[src/rtl/mac_dot_sched.sv]
`timescale 1ns/1ps
// mac_dot_sched: dot-product job sequencer for a single binary32 MAC unit.
// Accepts a length-N job, clears the accumulator, streams N operand pairs
// into the MAC, waits out the MAC pipeline and returns the accumulated result.
module mac_dot_sched #(
  parameter int DW      = 32,
  parameter int LEN_W   = 10,
  parameter int MAC_LAT = 2
) (
  input  logic             clk,
  input  logic             rst,
  input  logic             cmd_valid,
  output logic             cmd_ready,
  input  logic [LEN_W-1:0] cmd_len,
  input  logic             in_valid,
  output logic             in_ready,
  input  logic [DW-1:0]    in_a,
  input  logic [DW-1:0]    in_b,
  output logic             mac_clr,
  output logic             mac_en,
  output logic [DW-1:0]    mac_a,
  output logic [DW-1:0]    mac_b,
  input  logic [DW-1:0]    mac_out,
  output logic             res_valid,
  input  logic             res_ready,
  output logic [DW-1:0]    res_data,
  output logic             busy
);

  // Drain counter must hold MAC_LAT; keep at least one bit for MAC_LAT == 0.
  localparam int DCW = (MAC_LAT < 1) ? 1 : $clog2(MAC_LAT + 1);

  typedef enum logic [2:0] {
    S_IDLE   = 3'd0,
    S_CLEAR  = 3'd1,
    S_STREAM = 3'd2,
    S_DRAIN  = 3'd3,
    S_DONE   = 3'd4
  } state_t;

  state_t           state;
  state_t           next_state;
  logic [LEN_W-1:0] cnt;
  logic [LEN_W-1:0] cnt_d;
  logic [DCW-1:0]   dcnt;
  logic [DCW-1:0]   dcnt_d;
  logic             mac_clr_d;
  logic             mac_en_d;
  logic             res_valid_d;
  logic [DW-1:0]    mac_a_d;
  logic [DW-1:0]    mac_b_d;
  logic [DW-1:0]    res_data_d;
  logic             cmd_fire;
  logic             in_fire;

  // Handshake ready signals are straight state decodes; cmd_ready is held low during reset.
  assign cmd_ready = (state == S_IDLE) & ~rst;
  assign in_ready  = (state == S_STREAM);
  assign busy      = (state != S_IDLE);
  assign cmd_fire  = cmd_valid & cmd_ready;
  assign in_fire   = in_valid & in_ready;

  // State register.
  always_ff @(posedge clk or posedge rst) begin
    if (rst) begin
      state <= S_IDLE;
    end else begin
      state <= next_state;
    end
  end

  // Next-state logic.
  always_comb begin
    next_state = state;
    case (state)
      S_IDLE: begin
        if (cmd_fire) begin
          next_state = (cmd_len == '0) ? S_DONE : S_CLEAR;
        end else begin
          next_state = S_IDLE;
        end
      end
      S_CLEAR: begin
        next_state = S_STREAM;
      end
      S_STREAM: begin
        if (in_fire && (cnt == LEN_W'(1))) begin
          next_state = S_DRAIN;
        end else begin
          next_state = S_STREAM;
        end
      end
      S_DRAIN: begin
        if (dcnt == '0) begin
          next_state = S_DONE;
        end else begin
          next_state = S_DRAIN;
        end
      end
      S_DONE: begin
        if (res_ready) begin
          next_state = S_IDLE;
        end else begin
          next_state = S_DONE;
        end
      end
      default: begin
        next_state = S_IDLE;
      end
    endcase
  end

  // Next values for counters and registered outputs.
  always_comb begin
    cnt_d       = cnt;
    dcnt_d      = dcnt;
    mac_a_d     = mac_a;
    mac_b_d     = mac_b;
    res_data_d  = res_data;
    mac_clr_d   = (next_state == S_CLEAR);
    mac_en_d    = in_fire;
    res_valid_d = (next_state == S_DONE);
    case (state)
      S_IDLE: begin
        if (cmd_fire) begin
          cnt_d = cmd_len;
          if (cmd_len == '0) begin
            res_data_d = '0;
          end else begin
            res_data_d = res_data;
          end
        end else begin
          cnt_d = cnt;
        end
      end
      S_STREAM: begin
        if (in_fire) begin
          mac_a_d = in_a;
          mac_b_d = in_b;
          cnt_d   = cnt - LEN_W'(1);
          if (cnt == LEN_W'(1)) begin
            dcnt_d = DCW'(MAC_LAT);
          end else begin
            dcnt_d = dcnt;
          end
        end else begin
          cnt_d = cnt;
        end
      end
      S_DRAIN: begin
        // Final product reaches mac_out MAC_LAT cycles after the last mac_en cycle.
        if (dcnt == '0) begin
          res_data_d = mac_out;
        end else begin
          dcnt_d = dcnt - DCW'(1);
        end
      end
      default: begin
        cnt_d = cnt;
      end
    endcase
  end

  // Datapath and output registers.
  always_ff @(posedge clk or posedge rst) begin
    if (rst) begin
      cnt       <= '0;
      dcnt      <= '0;
      mac_clr   <= 1'b0;
      mac_en    <= 1'b0;
      mac_a     <= '0;
      mac_b     <= '0;
      res_valid <= 1'b0;
      res_data  <= '0;
    end else begin
      cnt       <= cnt_d;
      dcnt      <= dcnt_d;
      mac_clr   <= mac_clr_d;
      mac_en    <= mac_en_d;
      mac_a     <= mac_a_d;
      mac_b     <= mac_b_d;
      res_valid <= res_valid_d;
      res_data  <= res_data_d;
    end
  end

endmodule

[config.mk]
export PLATFORM = sky130hd
export DESIGN_NAME = mac_dot_sched
export DESIGN_NICKNAME = d
export VERILOG_FILES = /design/src/rtl/mac_dot_sched.sv
export SDC_FILE = /design/constraint.sdc
export NUM_CORES = 1
export LEC_CHECK = 0
export ABC_AREA = 1
export ABC_CLOCK_PERIOD_IN_PS = 5100
export CAP_MARGIN = 5
export CORE_MARGIN = 3
export CORE_UTILIZATION = 43
export DETAILED_ROUTE_END_ITERATION = 8
export PLACE_DENSITY_LB_ADDON = 0.1
export SLEW_MARGIN = 20
export SYNTH_ARGS = -nofsm -noshare
export SYNTH_HDL_FRONTEND = slang
export SYNTH_SLANG_ARGS = --single-unit
[constraint.sdc]
create_clock -name clk -period 5.1 [get_ports clk]
set_input_delay 0.765 -clock clk [delete_from_list [all_inputs] [get_ports clk]]
set_output_delay 0.765 -clock clk [all_outputs]
set_load 0.01 [all_outputs]
==> flow_metrics.py <==
metrics = {
    "clock_tree": {
        "cts_buffer_depth": 2,
        "root_buffer": "clkbuf_16",
        "hold_buffers": 0,
        "clock-sinks": 114,
        "cts_setup_buffers": 0,
        "cts_made_buffers": 17,
        "path_clk_slew_ps": 50,
        "htree_levels": 4,
        "clk_latency_ps": 400,
        "cts_tree": "done",
        "postCtsResizedCells": 0,
    },
    "worst_setup_path": {
        "timing.rr.start": "state[0]$_DFF_PP0_",
        "timing.rr.end": "cnt[5]$_DFFE_PP0P_",
        "r2r_slack_ps": 2860,
        "crit_path_end": "in_ready",
        "reg2reg_depth": 9,
        "critPathMaxFanout": 15,
        "required_ps": 4340,
        "arrival_ps": 2040,
        "cp-start-kind": "register",
        "path_class": "reg -> out",
        "cp-end-kind": "primary output",
        "cp-startpoint": "state[0]$_DFF_PP0_",
    },
    "timing": {
        "setup_tns_ps": 0,
        "layout_min_cycle_time_ps": 2800,
        "whs_ps": 466,
        "rsz0062_at_grt": "no",
        "fmax_ghz": 0.357,
        "worst_pin_slew_ps": 837,
        "slew_violations": 0,
        "maxSlewHeadroom_pct": 44.2,
        "setup_viol": 0,
        "clock-skew-final_ps": 15.4,
        "timing.final.crit_share_pct": 55.0,
        "finalHoldViolCount": 0,
    },
    "yosys": {
        "syn_area_per_cell_sq_um": 8.62,
        "seq_area_frac_synth_pct": 57.2,
        "synth_seq_cells": 114,
        "syn_nets": 693,
        "yosys_warnings": 0,
        "synth_cells": 579,
        "yosysUniqueCellTypes": 27,
        "syn-cell-area_sq_um": 4990,
    },
    "status": {
        "outcome": "finished clean",
    },
    "die": {
        "dieArea_sq_um": 12900,
        "rows": 38,
        "die_y_um": 114,
        "core-area_sq_um": 11100,
        "io_pins": 213,
        "die_w_um": 114,
        "start_util_pct": 45.0,
    },
    "layout": {
        "insertedDiodeCount": 0,
        "synthToLayoutAreaGrowth_pct": 54.5,
        "final_common_cell": "nand2_1",
        "final_cell_mix": "nand2_1 (273), clkdlybuf4s50_1 (212), dfrtp_1 (114)",
        "nNetsFinal": 897,
        "drive_gt1_share_pct": 7.54,
    },
    "detailed_routing": {
        "wl_per_cell_um": 15.3,
        "ant_nets": 0,
        "drtPass1Iterations": 5,
        "via_count": 4639,
        "via_per_inst": 4.96,
        "drcViolationCount": 0,
        "wirelength_um": 14300,
        "drtIter0Drc": 312,
    },
    "placed_design": {
        "place.gp.congestion": 0.821,
        "dp_hpwl_um": 9950,
        "port_buffers": 212,
    },
    "power_and_ir_drop": {
        "power_leakage_nw": 3.81,
        "peakVddDrop_uv": 276,
        "powerDensity_nw_per_um2": 611,
    },
    "global_route": {
        "grt_pass1_wl_um": 23500,
        "grt-ovfl-total": 0,
        "grt_pass1_vias": 4786,
        "grt_max_degree": 67,
        "grt_usage_pct": 22.6,
        "antenna_found_initial": 0,
    },
    "job": {
        "drv_cap": 0,
    },
    "hold_path": {
        "hold_start": "mac_a[1]$_DFFE_PP0P_",
        "hold_class": "reg -> reg",
    },
}
[metrics by stage]
step | worst slack, ps | cells | area (sq um) | utilization [%] | power, mW
floorplan | 954 | 579 | 4990 | - | 2.55
global placement | 2180 | 904 | 7090 | 64.0 | 3.45
detailed placement | 2120 | 904 | 7090 | 64.0 | 3.51
CTS | 2290 | 936 | 7700 | 69.5 | 4.75
global route | 2160 | 936 | 7710 | 69.6 | 5.04
finish | 2300 | 936 | 7710 | 69.6 | 4.71
[worst min-delay path by stage]
stage | end | slack (ps) | cells after the start
6_report | mac_a[1]$_DFFE_PP0P_ | 470 | 2
5_1_grt | mac_b[24]$_DFFE_PP0P_ | 480 | 2
4_1_cts | mac_a[2]$_DFFE_PP0P_ | 470 | 2
3_5_place_dp | mac_a[12]$_DFFE_PP0P_ | 460 | 2
3_3_place_gp | mac_a[30]$_DFFE_PP0P_ | 450 | 2
2_1_floorplan | cnt[6]$_DFFE_PP0P_ | 460 | 2
[layout make-up]
type                    instances  area (sq um)
repair buffers                214          2140
clock buffers                  19           443
well taps                     140           175
clock inverters                13           174
flip-flops and latches        114          2850
fillers                       904          3370
multi-input cells             411          1830
inverters                      25          97.6
[where the power goes]
| part | switching [mW] | internal [mW] | total [mW] |
|---|---|---|---|
| registers | 0.228 | 1.30 | 1.53 |
| logic | 1.02 | 0.938 | 1.96 |
| clock network | 0.431 | 0.790 | 1.22 |
[logic make-up (layout without fill, tap and decap cells)]
logic type,after synthesis,in the layout,share of synthesized area [%]
flops,114,114,57.2
compound gates,17,17,1.86
buf+inv,54,271,6.37
simple gates,391,391,33.9
fa+ha+maj,3,3,0.752
[layer usage]
layer,track usage (%),wire [um]
met2,38.4,7170
met1,28.2,5900
met5,0,0
met3,5.57,975
met4,7.85,251
[registers in the layout, indices dropped and copies added, names as in the netlist]
register	count
cnt	10
dcnt	2
mac_a	32
mac_b	32
mac_clr	1
mac_en	1
res_data	32
res_valid	1
state	3
[critical path, cell delays in order, from the launching register on]
cell	delay, ps
dfrtp_1	430
nor2_1	140
nand2_2	180
inv_2	290
clkdlybuf4s50_1	590
[synth_stat cells]
| library cell | count | area, sq um |
|---|---|---|
| buf_4 | 7 | 52.6 |
| or2_2 | 1 | 6.26 |
| buf_2 | 10 | 50.1 |
| buf_6 | 10 | 113 |
| nand4_1 | 1 | 6.26 |
| nand3_1 | 68 | 340 |
| nor2_4 | 1 | 11.3 |
| nand3_2 | 11 | 110 |
| nand2_8 | 1 | 20.0 |
| nor2_1 | 26 | 97.6 |
| clkinv_2 | 1 | 5.00 |
| nand2_1 | 273 | 1020 |
| nand2_4 | 2 | 22.5 |
| o21ai_1 | 2 | 10.0 |
| nor3_1 | 1 | 5.00 |
| nand3b_1 | 1 | 7.51 |
| inv_2 | 4 | 15.0 |
| a21oi_1 | 1 | 5.00 |
| clkbuf_1 | 2 | 7.51 |
| o211ai_1 | 3 | 22.5 |
| dfrtp_1 | 114 | 2850 |
| ha_1 | 3 | 37.5 |
| nor2_2 | 1 | 6.26 |
| inv_1 | 20 | 75.1 |
| nand2_2 | 3 | 18.8 |
| o21ai_0 | 11 | 55.1 |
| nand4_2 | 1 | 12.5 |
Note: power is estimated with default switching activity, not from simulation.
==> RTL change 1, RTL diff (same flow settings) <==
`MAC_LAT`: 2 -> 1.
--- a/src/rtl/mac_dot_sched.sv
+++ b/src/rtl/mac_dot_sched.sv
@@ -5,7 +5,7 @@
 module mac_dot_sched #(
   parameter int DW      = 32,
   parameter int LEN_W   = 10,
-  parameter int MAC_LAT = 2
+  parameter int MAC_LAT = 1
 ) (
   input  logic             clk,
   input  logic             rst,
Formal check against the unedited RTL: not equivalent (Yosys sat finds a counterexample within 10 cycles, from zero or initial values and one cycle with rst high).
==> RTL change 1 against the original RTL <==
- cell area down 2.5%
- synthesized area down 5.9%
- sequential cell count down 1
- routed wire length down 5.6%
- setup slack worse by 0.16 ns
- total power up 0.38%
- cell count down 1.3%
- register-to-register slack worse by 0.27 ns
- largest cell class unchanged
==> RTL change 1: results (changes against the original RTL) <==
global_route:
  grt_pass1_vias: 4416  # -7.7%
  met1_usage_pct: 28.0  # -0.14 points
  grt_pass1_wl_um: 22200  # -5.4%
  grt_use_met2_pct: 35.3  # -3.2 points
  grt_max_degree: 77  # +15%
  met3_usage_pct: 7.78  # +2.2 points
  grt.total_usage_pct: 22.4  # -0.21 points
status:
  status: "complete, no violations"
finish:
  final-clk-cell-share_pct: 8.56  # +0.56 points
  buf_share_pct: 28.5  # +0.82 points
  seqAreaFraction_pct: 37.6  # +0.62 points
  fill_cells: 830  # -8.2%
  multi_input_area_um2: 1630  # -11%
  drive_above_1_share_pct: 5.20  # -2.3 points
  final_cells: 924  # -1.3%
logic_synthesis:
  synth_compound_area_share_pct: 2.24  # +0.38 points
  synth_nets: 676  # -2.5%
  ys_seq_area_share_pct: 60.3  # +3.1 points
  netlist_instances: 563  # -2.8%
  synth_area_leaders: "dfrtp_1, nand2_1, nand3_1"
  synth_adder_area_share_pct: 0.533  # -0.22 points
  ys_seq_elements: 113  # -0.88%
clocking:
  cts-root-buf: "clkbuf_8"
place:
  placed_cells: 892  # -1.3%
  gp_congestion: 0.847  # +3.1%
  placed_cell_area_um2: 6870  # -3.0%
  pre_cts_slack_ns: 2.11  # -0.0134 ns
drt:
  dr_wl_met3_um: 1120  # +15%
  met1_length_um: 5740  # -2.7%
  drt_iter0_drc: 314  # +0.64%
  wl_per_cell_um: 14.6  # -4.3%
floorplanning:
  core_um2: 10500  # -5.6%
setup_path:
  crit_path_max_incr_delay_ns: 0.67  # +0.08 ns
  cp.arrival_ns: 2.19  # +0.15 ns
  worstPathMaxFanout: 19  # +4
timing:
  fin_skew_ns: 0.00886  # -0.00658 ns
  period_share_pct: 58.0  # +3.0 points
  max_slew.worst_pin.slew_ns: 1.07  # +0.231 ns
power_and_ir_drop:
  swShare_pct: 33.3  # -2.4 points
  power.total_mw: 4.72  # +0.38%
  leakage_nw: 3.71  # -2.7%
  ir_drop_mv: 0.338  # +23%
  p_clk_share_pct: 26.9  # +1.0 points
[RTL change 1: cell count changes after synthesis, sizes merged, moves of 2 or more]
cell,unedited run,this run
clkbuf,2,4
nand2,279,326
nor2,28,22
and2,0,2
o21ai,13,10
buf,27,18
nand3,79,26
a21oi,1,5
[RTL change 1: path summary, 6_finish.rpt]
path	from	to	cells after the start
worst max-delay path	state[0]$_DFF_PP0_	in_ready	2
worst min-delay path	res_data[8]$_DFFE_PP0P_	res_data[8]$_DFFE_PP0P_	2
worst max register to register	state[0]$_DFF_PP0_	dcnt$_DFFE_PP0P_	5
worst min register to register	res_data[8]$_DFFE_PP0P_	res_data[8]$_DFFE_PP0P_	2
max in group asynchronous	rst	mac_b[5]$_DFFE_PP0P_	3
min in group asynchronous	rst	cnt[3]$_DFFE_PP0P_	2
[RTL change 1: cells by family (layout without fill, tap and decap cells)]
logic type                 after synthesis  in the layout
AOI/OAI and AO/OA                       19             19
adders and majority gates                2              2
buffers and inverters                   47            272
DFF                                    113            113
and+or+nand+nor                        382            382
==> RTL change 2, RTL diff (same flow settings) <==
Without the edit above. Re-encode `state_t` (5 states) as one-hot, 5 bits wide.
--- a/src/rtl/mac_dot_sched.sv
+++ b/src/rtl/mac_dot_sched.sv
@@ -30,12 +30,12 @@
   // Drain counter must hold MAC_LAT; keep at least one bit for MAC_LAT == 0.
   localparam int DCW = (MAC_LAT < 1) ? 1 : $clog2(MAC_LAT + 1);
 
-  typedef enum logic [2:0] {
-    S_IDLE   = 3'd0,
-    S_CLEAR  = 3'd1,
-    S_STREAM = 3'd2,
-    S_DRAIN  = 3'd3,
-    S_DONE   = 3'd4
+  typedef enum logic [4:0] {
+    S_IDLE   = 5'b00001,
+    S_CLEAR  = 5'b00010,
+    S_STREAM = 5'b00100,
+    S_DRAIN  = 5'b01000,
+    S_DONE   = 5'b10000
   } state_t;
 
   state_t           state;
Function: no difference found for any inputs over 10 cycles, from zero or initial values and one cycle with rst high; not proved beyond that.
==> RTL change 2 against the original RTL <==
- register-to-register slack worse by 0.13 ns
- clock power is 6% lower
- routed wire length is 0.69% higher
- total power is 17% lower
- cell area is 0.73% higher
- setup slack worse by 0.30 ns
- worst hold slack hardly changed
- global-route usage hardly changed
- synthesized area is 1.2% higher
- sequential cell count is 2 higher
- first-iteration DRC count is 9.6% higher
- critical path type unchanged
- highest routed layer unchanged
==> RTL change 2: results (changes against the original RTL) <==
logic_synthesis:
  async_reset_ff_share_pct: 100  # unchanged
  synth.avg_cell_area_um2: 8.37  # -2.9%
  synth_top_cells_by_count: "nand2_1, dfrtp_1, nand4_1"
  synth_nets: 717  # +3.5%
  synth_area_leaders: "dfrtp_1, nand2_1, nand4_1"
  ys_seq_area_share_pct: 57.5  # +0.36 points
  synth_cell_types: 28  # +3.7%
finish:
  nets: 922  # +2.8%
  drive_above_1_share_pct: 5.60  # -1.9 points
  final_cells: 961  # +2.7%
  fill_cells: 925  # +2.3%
place:
  gp_congestion: 0.846  # +3.0%
  dp_hpwl_um: 10000  # +0.88%
  port_buffers: 212  # unchanged
  placed_cell_area_um2: 7190  # +1.4%
  placed_cells: 929  # +2.8%
timing:
  fin_skew_ns: 0.0121  # -0.00330 ns
clocking:
  numCtsBuffers: 17  # unchanged
global_route:
  grt_pass1_wl_um: 23300  # -0.50%
  grt_pass1_vias: 4762  # -0.50%
  met1_usage_pct: 30.2  # +2.0 points
  grt.total_usage_pct: 22.6  # about the same
  grt_use_met2_pct: 36.2  # -2.3 points
drt:
  wl_per_cell_um: 15.0  # -1.9%
  via_per_inst: 4.84  # -2.4%
setup_path:
  cp.arrival_ns: 2.34  # +0.30 ns
  crit_path_max_incr_delay_ns: 0.61  # +0.02 ns
  worstPathMaxFanout: 15  # unchanged
status:
  status: "complete, no violations"
power_and_ir_drop:
  ir_drop_mv: 0.343  # +25%
  leakage_nw: 3.84  # +0.79%
  power_density_nw_per_um2: 504  # -17%
==> RTL change 2: cells by family after synthesis <==
family                     after synthesis  synth area share, %
AOI/OAI and AO/OA                       23                 2.65
xor gates and xnor gates                 1                0.174
adders and majority gates                3                0.744
buffers and inverters                   58                 5.80
DFF                                    116                 57.5
and+or+nand+nor                        402                 33.1
==> RTL change 2: worst paths after layout <==
path                                       from                       to  slack, ns  cells after the start
hold / removal             mac_a[7]$_DFFE_PP0P_     mac_a[7]$_DFFE_PP0P_       0.47                      2
min in group asynchronous                   rst  res_data[0]$_DFFE_PP0P_       0.83                      2
hold reg to reg            mac_a[7]$_DFFE_PP0P_     mac_a[7]$_DFFE_PP0P_       0.47                      2
max in group asynchronous                   rst    mac_a[30]$_DFFE_PP0P_       2.96                      3
setup reg to reg             state[1]$_DFF_PP0_      dcnt[1]$_DFFE_PP0P_       2.73                      9
setup / recovery             state[1]$_DFF_PP0_                 in_ready       2.00                      4
==> RTL change 2: area by class of cell <==
class	count	area share [%]
inverters	30	1.48
well taps	140	2.26
multi-input cells	429	23.9
repair buffers	214	27.5
clock buffers	27	6.48
clock inverters	5	0.967
flip-flops and latches	116	37.4
==> RTL change 2: where the power goes <==
group	internal [mW]	leakage [nW]	switching, mW	total (mW)
sequential	1.22	1.51	0.179	1.40
clock	0.768	0.285	0.382	1.15
combinational	0.691	2.05	0.669	1.36
==> RTL change 2: routing by layer <==
layer | vias up | wire, um
met5 | - | 0
met2 | 180 | 6930
met3 | 15 | 1060
met1 | 2151 | 6190
met4 | 0 | 212
li1 | 2304 | -
==> RTL change 2: worst min-delay path: stages, from the launching register on <==
cell and delay [ns]:
dfrtp_1 0.34, nand2_1 0.05, nand2_1 0.05
==> RTL change 2: per-stage QoR <==
step | hold WS [ns] | worst slack (ns)
2_1_floorplan | 0.470 | 1.03
3_3_place_gp | 0.452 | 2.34
3_5_place_dp | 0.457 | 2.28
4_1_cts | 0.471 | 2.00
5_1_grt | 0.490 | 1.80
6_report | 0.466 | 2.00
